### src/rtl/psum_su_adder_drain.sv
// Drains the idle half of the psum RF array: broadcasts a read address, reduces
// the NUM_PE returned words and writes one sum per entry to the global buffer.
//
// state   | meaning
// --------+------------------------------------------------------------
// S_IDLE  | waiting for start; address and overrun flag hold their values
// S_ISSUE | read address idx presented, RFs register out1/out2
// S_SUM   | reduce the selected RF outputs into sum_q
// S_WRITE | global-buffer write valid, held until gb_ready
// S_DONE  | one-cycle done pulse
module psum_su_adder_drain #(
    parameter int unsigned DATA_BITWIDTH    = 16,
    parameter int unsigned ADDR_BITWIDTH    = 2,
    parameter int unsigned DEPTH            = 4,
    parameter int unsigned NUM_PE           = 4,
    parameter int unsigned GB_ADDR_BITWIDTH = 8
) (
    input  logic                            clk,
    input  logic                            reset,
    input  logic                            start,
    input  logic                            en1,
    input  logic [GB_ADDR_BITWIDTH-1:0]     base_addr,
    input  logic [NUM_PE*DATA_BITWIDTH-1:0] pe_out1,
    input  logic [NUM_PE*DATA_BITWIDTH-1:0] pe_out2,
    output logic [ADDR_BITWIDTH-1:0]        addr_from_su_adder,
    output logic                            gb_w_en,
    output logic [GB_ADDR_BITWIDTH-1:0]     gb_w_addr,
    output logic [DATA_BITWIDTH-1:0]        gb_w_data,
    input  logic                            gb_ready,
    output logic                            busy,
    output logic                            done,
    output logic                            overrun
);

    typedef enum logic [2:0] {
        S_IDLE,
        S_ISSUE,
        S_SUM,
        S_WRITE,
        S_DONE
    } state_t;

    localparam logic [ADDR_BITWIDTH-1:0] LAST_IDX = ADDR_BITWIDTH'(DEPTH - 1);

    state_t                        state_q, state_d;
    logic                          sel_q, sel_d;
    logic [GB_ADDR_BITWIDTH-1:0]   base_q, base_d;
    logic [ADDR_BITWIDTH-1:0]      idx_q, idx_d;
    logic [DATA_BITWIDTH-1:0]      sum_q, sum_d;
    logic                          overrun_q, overrun_d;

    logic [NUM_PE*DATA_BITWIDTH-1:0] pe_sel;
    logic [DATA_BITWIDTH-1:0]        pe_sum;
    logic                            draining;

    // Reduction wraps modulo 2^DATA_BITWIDTH; carries are simply dropped.
    always_comb begin
        pe_sel = sel_q ? pe_out2 : pe_out1;
        pe_sum = '0;
        for (int k = 0; k < int'(NUM_PE); k++) begin
            pe_sum = pe_sum + pe_sel[k*DATA_BITWIDTH +: DATA_BITWIDTH];
        end
    end

    assign draining = (state_q == S_ISSUE) || (state_q == S_SUM) || (state_q == S_WRITE);

    always_comb begin
        state_d   = state_q;
        sel_d     = sel_q;
        base_d    = base_q;
        idx_d     = idx_q;
        sum_d     = sum_q;
        overrun_d = overrun_q;

        case (state_q)
            S_IDLE: begin
                if (start) begin
                    sel_d     = en1;
                    base_d    = base_addr;
                    idx_d     = '0;
                    overrun_d = 1'b0;
                    state_d   = S_ISSUE;
                end
            end
            S_ISSUE: state_d = S_SUM;
            S_SUM: begin
                sum_d   = pe_sum;
                state_d = S_WRITE;
            end
            S_WRITE: begin
                if (gb_ready) begin
                    if (idx_q == LAST_IDX) begin
                        state_d = S_DONE;
                    end else begin
                        idx_d   = idx_q + ADDR_BITWIDTH'(1);
                        state_d = S_ISSUE;
                    end
                end
            end
            S_DONE:  state_d = S_IDLE;
            default: state_d = S_IDLE;
        endcase

        // A buffer swap mid-drain means the RF is clearing what we read: abandon.
        if (draining && (en1 != sel_q)) begin
            overrun_d = 1'b1;
            idx_d     = idx_q;
            sum_d     = sum_q;
            state_d   = S_IDLE;
        end
    end

    always_ff @(posedge clk or negedge reset) begin
        if (!reset) begin
            state_q   <= S_IDLE;
            sel_q     <= 1'b0;
            base_q    <= '0;
            idx_q     <= '0;
            sum_q     <= '0;
            overrun_q <= 1'b0;
        end else begin
            state_q   <= state_d;
            sel_q     <= sel_d;
            base_q    <= base_d;
            idx_q     <= idx_d;
            sum_q     <= sum_d;
            overrun_q <= overrun_d;
        end
    end

    assign addr_from_su_adder = idx_q;
    assign gb_w_en            = (state_q == S_WRITE);
    assign gb_w_addr          = base_q + GB_ADDR_BITWIDTH'(idx_q);
    assign gb_w_data          = sum_q;
    assign busy               = (state_q != S_IDLE);
    assign done               = (state_q == S_DONE);
    assign overrun            = overrun_q;

endmodule

### config.mk
export PLATFORM = sky130hd
export DESIGN_NAME = psum_su_adder_drain
export DESIGN_NICKNAME = d
export VERILOG_FILES = /design/src/rtl/psum_su_adder_drain.sv
export SDC_FILE = /design/constraint.sdc
export NUM_CORES = 1
export LEC_CHECK = 0
export CORE_UTILIZATION = 46
export DETAILED_ROUTE_END_ITERATION = 16
export PLACE_DENSITY = 0.86
export SYNTH_ARGS = -nofsm -noshare
export SYNTH_HDL_FRONTEND = slang
export SYNTH_SLANG_ARGS = --single-unit
### constraint.sdc
create_clock -name clk -period 6.6 [get_ports clk]
set_input_delay 1.32 -clock clk [delete_from_list [all_inputs] [get_ports clk]]
set_output_delay 1.32 -clock clk [all_outputs]
set_load 0.02 [all_outputs]
; Word level (Yosys, flattened, before mapping)
; Index checks and enable logic that the tools add are counted.
[totals]
output_inout_bits = 30
word_cells = 49
input_bits = 141
regBits = 31
[classes]
n_reduce_logical = 13
eq_ne = 11
n_bitwise = 1
add_sub_neg = 5
n_mux = 13
[op_table]
columns = operator, n
row1 = 64-bit 2-to-1 mux, 1
row2 = 16-bit adder, 3
row3 = 3-bit 2-to-1 mux, 4
row4 = 3-bit one-hot mux with 4 select lines, 1
row5 = 8-bit by 2-bit adder with 8-bit output, 1
row6 = 2-bit AND reduction, 4
row7 = "3-bit by 2-bit == test with 1-bit output, second input constant", 2
row8 = 2-bit 2-to-1 mux, 3
row9 = 2-bit nonzero test, 3
row10 = 5-bit AND reduction, 1
row11 = "2-bit != test, second input constant", 2
row12 = 2-bit one-hot mux with 2 select lines, 1
row13 = "3-bit by 1-bit == test with 1-bit output, second input constant", 1
row14 = "3-bit == test, second input constant", 1
row15 = 3-bit logical NOT, 1
row16 = 1-bit 2-to-1 mux, 3
row17 = "3-bit by 1-bit != test with 1-bit output, second input constant", 1
row18 = "3-bit != test, second input constant", 1
row19 = 3-bit nonzero test, 1
row20 = "2-bit by 1-bit adder with 2-bit output, second input constant", 1
row21 = "2-bit == test, second input constant", 1
row22 = 1-bit logical OR, 2
row23 = "2-bit by 1-bit != test with 1-bit output, second input constant", 1
row24 = 1-bit logical AND, 1
row25 = 2 further kinds, 2

; Logic depth before layout (Yosys ltp)
; Gate-level depths: netlist (run 1).
[depth]
word_depth = 6
mapped_depth = 13
depth_no_buf = 11

; Least setup slack after synthesis (run 1)
; No wires, ideal clock.
[synth_timing]
path_type = input to register
startpoint = input pe_out2[0]
endpoint = register sum_q[15] (netlist: gb_w_data[15])
required_ns = 6.520
cell_stages = 10
path_slack_ns = 2.368
setup_ns = 0.080
path_buffers = 0
arrival_ns = 4.151
cell_sequence = mux2_2 fa_1 fa_1 ha_1 fa_1 a211oi_2 nor3_2 o21a_1 or3_1 o211ai_2
[synth_between]
elab_chain_len = 4
[synth_rtl]
columns = item, line
row1 = "start, declared", 24  ; input logic [NUM_PE*DATA_BITWIDTH-1:0] pe_out2,
row2 = 64-bit 2-to-1 mux, 58  ; pe_sel = sel_q ? pe_out2 : pe_out1;
row3 = 16-bit adder (3 in series), 61  ; pe_sum = pe_sum + pe_sel[k*DATA_BITWIDTH +: DATA_BITWIDTH];
row4 = "end signal, assigned", 126  ; sum_q <= sum_d;
row5 = "end, declared", 49  ; logic [DATA_BITWIDTH-1:0] sum_q, sum_d;
; No other way between the ends.
; A chain may end at the register's enable or synchronous reset.

; Worst setup path in the final report (run 1)
[layout_timing]
startpoint = input pe_out2[1]
endpoint = register sum_q[15] (netlist: gb_w_data[15])
; The elaborated chain is that of the path after synthesis.

==> metrics, run 1 <==
Seq cells post-synth=31; Worst-path clk slew=0.06 ns; CP dominant cell by count=fa_1; Yosys top cell area share=21.4%; Startpoint Class=input port; # resized after CTS=0; Post-Syn Nets=552; worst slew pin tran=1.01 ns; die height=90.7 um; largest net degree at the start of global routing=67; Hold Buf Count CTS=0; CTS tree=done; critical path type=in2reg; critical path cell sequence=clkdlybuf4s50_1 > mux2i_1 > fa_1 > inv_1 > fa_1 > ha_1 > fa_1 > a211oi_2 > nor3_2 > o21a_1 > or3_1 > o211ai_2; Root Driver=clkbuf_8; average wire per standard cell=12.9 um; number of synthesized flops with an enable pin=0; final setup vio count=0; Syn. warnings=0; placer congestion estimate=0.800; Clock Path Buffers=2; ant diodes=0; DR vias=3,161; Clock Latency Late Sink=0.28 ns; Final ANT Viol Nets=0; cts bufs inserted=5; mean post-synth cell area=9.99 um2; Sink Count=31; crit-path max FO=3; initial antenna violation count=0; Setup TNS Final=0 ns; Post-synth ARST share=100%; DRC Markers=0; share of layout cells above drive strength 1=6.62%; Post-CTS Setup Bufs=0; most frequent cells in the layout=170 x clkdlybuf4s50_1, 58 x mux2i_1, 37 x nand2_1, 35 x inv_1, 31 x fa_1; Max stage delay on crit path=0.60 ns; crit share post-route=69.9%; commonest non-fill, non-tap cell in the layout=clkdlybuf4s50_1; Port Buf Inserts=170; synth top area cells=dfrtp_1 21%, fa_1 17%, mux2i_1 16%, ha_1 6.2%, xnor2_1 4.1%; Rel. slew slack=32.4%; fin crit period=4.61 ns; H-tree levels=2; Post-Synthesis Cell Area=3620 um2; first-pass GRT wire length=13.5 mm; via/cell ratio=5.03; fmax=217 MHz; worst path bufs/invs=2; Worst EP required=6.80 ns; pins over their slew limit=0; Worst Hold Class=reg2reg; die area=8220 um2; dpl hpwl=7.01 mm; Syn-to-layout area delta=51.4%; Primary FF master, synth=dfrtp_1; Synth area leader=dfrtp_1; Max Cap Viol=0; initial core utilization=48.8%; CP max-delay cell=fa_1; gr usage total=19.8%; RSZ-0062 raised after global routing=false; Initial DRT Pass Iterations=4; Core ar.=7410 um2; Worst Path Arrival=4.81 ns; post-synthesis sequential area ratio=21.4%; CP endpoint kind=flop; Die W=90.7 um; post-synth cell types=60; Fin. Hold Viols=0; vias in the first global route=3,115; Boundary Pins=171; status=completed; Nets=718; CP delay by family, top=adder cells; final wirelength=8.09 mm; Final Util=73.9%; Site Rows=31; Syn Inst Count=362; Layout Skew=0.00247 ns; total grt overflow=0; Iter 0 DRT Violations=74
==> cell type report <==
class,instances,area (um2)
flip-flops and latches,31,779
fillers,544,1930
repair buffers,171,1710
inverters,35,131
well taps,99,124
multi-input cells,284,2630
clock buffers,8,100
==> per-layer routing <==
layer  GRT usage, %  vias up  wire [um]
li1               -     1579          -
met1           24.3     1449       3410
met2           36.4      126       4120
met3           3.45        7        502
met4           3.36        0         58
met5              0        -          0
==> synthesized netlist by cell type, types with 2 or more instances <==
cell type,instances
mux2i_1,58
or3_1,2
a21oi_1,11
o21ai_1,7
o21bai_2,2
nor3_1,4
and3_1,2
mux2_2,6
nand4_1,3
xnor2_1,17
a21o_1,3
buf_6,2
fa_1,31
and2_1,2
mux2_1,9
nor2_1,15
a211oi_2,2
o21ai_0,10
inv_1,35
xor2_1,5
nand3_1,5
nand2_1,37
o21bai_1,3
buf_2,7
nor2b_1,2
ha_1,18
dfrtp_1,31
==> per-stage QoR <==
step	worst slack [ns]	cells	hold WS, ns	area (um2)
after detailed placement	1.71	620	0.473	5380
after CTS	1.98	628	0.487	5480
after global routing	1.86	628	0.515	5480
after floorplan	2.37	362	0.462	3620
final	1.99	628	0.479	5480
after global placement	1.80	620	0.461	5380
==> worst paths after layout <==
path,from,to,slack [ns],depth (start not counted)
min,gb_w_data[3],gb_w_data[3],0.48,2
min reg2reg,gb_w_data[3],gb_w_data[3],0.48,2
min in group asynchronous,reset,addr_from_su_adder[0],1.44,2
max reg2reg,sel_q,gb_w_data[15],2.18,11
max,pe_out2[1],gb_w_data[15],1.99,12
max in group asynchronous,reset,sel_q,4.85,2
==> logic make-up after synthesis <==
logic type,after synthesis,synth area share [%]
buffers and inverters,47,5.74
multiplexers,73,20.7
adder cells (fa/ha/maj),49,23.4
flip-flops,31,21.4
AND/OR/NAND/NOR,81,10.8
XOR/XNOR,23,5.78
AO/OA/AOI/OAI,58,12.1
==> worst register-to-register path, delay by kind of cell (launching register included) <==
family	cells	cell delay (ns)
flops	1	1.05
compound gates	3	0.66
buf+inv	1	0.06
mux	1	0.36
simple gates	2	0.43
fa+ha+maj	4	1.78
==> flip-flops by register name (all words and copies together) (netlist names) <==
register and cells:
sel_q 1, base_q 8, state_q 3, gb_w_data 16, overrun 1, addr_from_su_adder 2
Power of run 1 is not shown: default switching activity piles up to over one toggle a cycle in this logic, so the estimate is an artifact.
==> run 2, diff against run 1 <==
--- a/config.mk
+++ b/config.mk
@@ -5,9 +5,9 @@
 export SDC_FILE = /design/constraint.sdc
 export NUM_CORES = 1
 export LEC_CHECK = 0
-export CORE_UTILIZATION = 46
+export CORE_UTILIZATION = 38
 export DETAILED_ROUTE_END_ITERATION = 16
-export PLACE_DENSITY = 0.86
+export PLACE_DENSITY = 0.75
 export SYNTH_ARGS = -nofsm -noshare
 export SYNTH_HDL_FRONTEND = slang
 export SYNTH_SLANG_ARGS = --single-unit
==> constraint.sdc (replaced) <==
create_clock -name clk -period 4.15 [get_ports clk]
set_input_delay 0.83 -clock clk [delete_from_list [all_inputs] [get_ports clk]]
set_output_delay 0.83 -clock clk [all_outputs]
set_load 0.02 [all_outputs]
==> metrics, run 2 (same netlist as run 1, synthesis figures left out) <==
fmax=251 MHz; worst slew pin tran=0.572 ns; Fin. Hold Viols=0; dpl hpwl=7.23 mm; setup slack after layout=0.162 ns; critical path type=in2reg; final setup vio count=0; Die W=99.6 um; average wire per standard cell=12.3 um; Iter 0 DRT Violations=96; Final ANT Viol Nets=0; Boundary Pins=171; status=completed; Worst EP required=4.35 ns; fin crit period=3.99 ns; Root Driver=clkbuf_8; pins over their slew limit=0; Clock Latency Late Sink=0.27 ns; Site Rows=35; initial core utilization=39.1%; dpl cells=655; H-tree levels=2; area of the multi-input gates=2630 um2; CTS tree=done; Layout Skew=0.00286 ns; Startpoint Class=input port; largest net degree at the start of global routing=34; Clock Path Buffers=2; # resized after CTS=0; max FFs per register=16; Nets=723; die area=9910 um2; crit share post-route=96.1%; commonest non-fill, non-tap cell in the layout=clkdlybuf4s50_1; Port Buf Inserts=170; Sink Count=31; Final Util=60.0%; most frequent cells in the layout=170 x clkdlybuf4s50_1, 58 x mux2i_1, 37 x nand2_1, 35 x inv_1, 31 x fa_1; DRC Markers=0; Syn-to-layout area delta=53.3%; die height=99.6 um; via/cell ratio=4.81; RSZ-0062 raised after global routing=false; vias in the first global route=3,218; first-pass GRT wire length=13.6 mm; share of layout cells above drive strength 1=7.30%; Hold WS=0.483 ns; CP endpoint kind=flop; final wirelength=8.18 mm; gr usage total=16.8%; Rel. slew slack=61.7%; Storage cell area=779 um2; cts bufs inserted=5; Initial DRT Pass Iterations=4; Worst Path Arrival=4.19 ns; total grt overflow=0; ant diodes=0; Worst-path clk slew=0.06 ns; Layout fillers=827; placer congestion estimate=0.810; DR vias=3,191; Worst Hold Class=reg2reg; Max Cap Viol=0; dpl ws=-0.150 ns; Core ar.=9240 um2; Final Non-Filler Cells=663; initial antenna violation count=0; crit-path max FO=3
run 2: layout make-up:
cell class	instances	area share [%]
multi-input cells	284	47.5
repair buffers	176	31.7
well taps	129	2.91
inverters	35	2.37
clock inverters	1	0.0902
clock buffers	7	1.38
flip-flops and latches	31	14.1
run 2: timing repair:
action	4_1_cts	5_1_grt
setup endpoints to repair	0	1
setup buffers	0	0
hold buffers	0	0
run 2: worst max-delay path, cell delays in order:
cell	delay, ns
clkdlybuf4s50_1	0.46
mux2i_1	0.09
fa_1	0.55
inv_1	0.05
fa_1	0.48
ha_1	0.24
fa_1	0.41
a211oi_2	0.29
nor3_2	0.11
o21a_1	0.21
or3_1	0.32
o211ai_2	0.14
run 2: final timing paths:
path	startpoint	to	slack (ns)	cells after the start
setup / recovery	pe_out2[1]	gb_w_data[15]	0.16	12
hold / removal	gb_w_data[12]	gb_w_data[12]	0.48	2
setup reg to reg	sel_q	gb_w_data[14]	0.33	11
hold reg to reg	gb_w_data[12]	gb_w_data[12]	0.48	2
max in group asynchronous	reset	base_q[4]	2.56	2
min in group asynchronous	reset	overrun	0.92	1
run 2: metrics by stage:
step	area (um2)	TNS (ns)
final	5550	0
after CTS	5550	0
after global routing	5550	0
after detailed placement	5470	-0.210
after global placement	5470	-0.106
after floorplan	3620	0
run 2: layer usage:
metal	GRT usage (%)	routed length (um)	vias up
met4	2.71	47	0
met1	19.1	3370	1490
met3	2.88	446	5
li1	-	-	1586
met5	0	0	-
met2	33.0	4310	110
Power of run 2 is left out for the same reason.
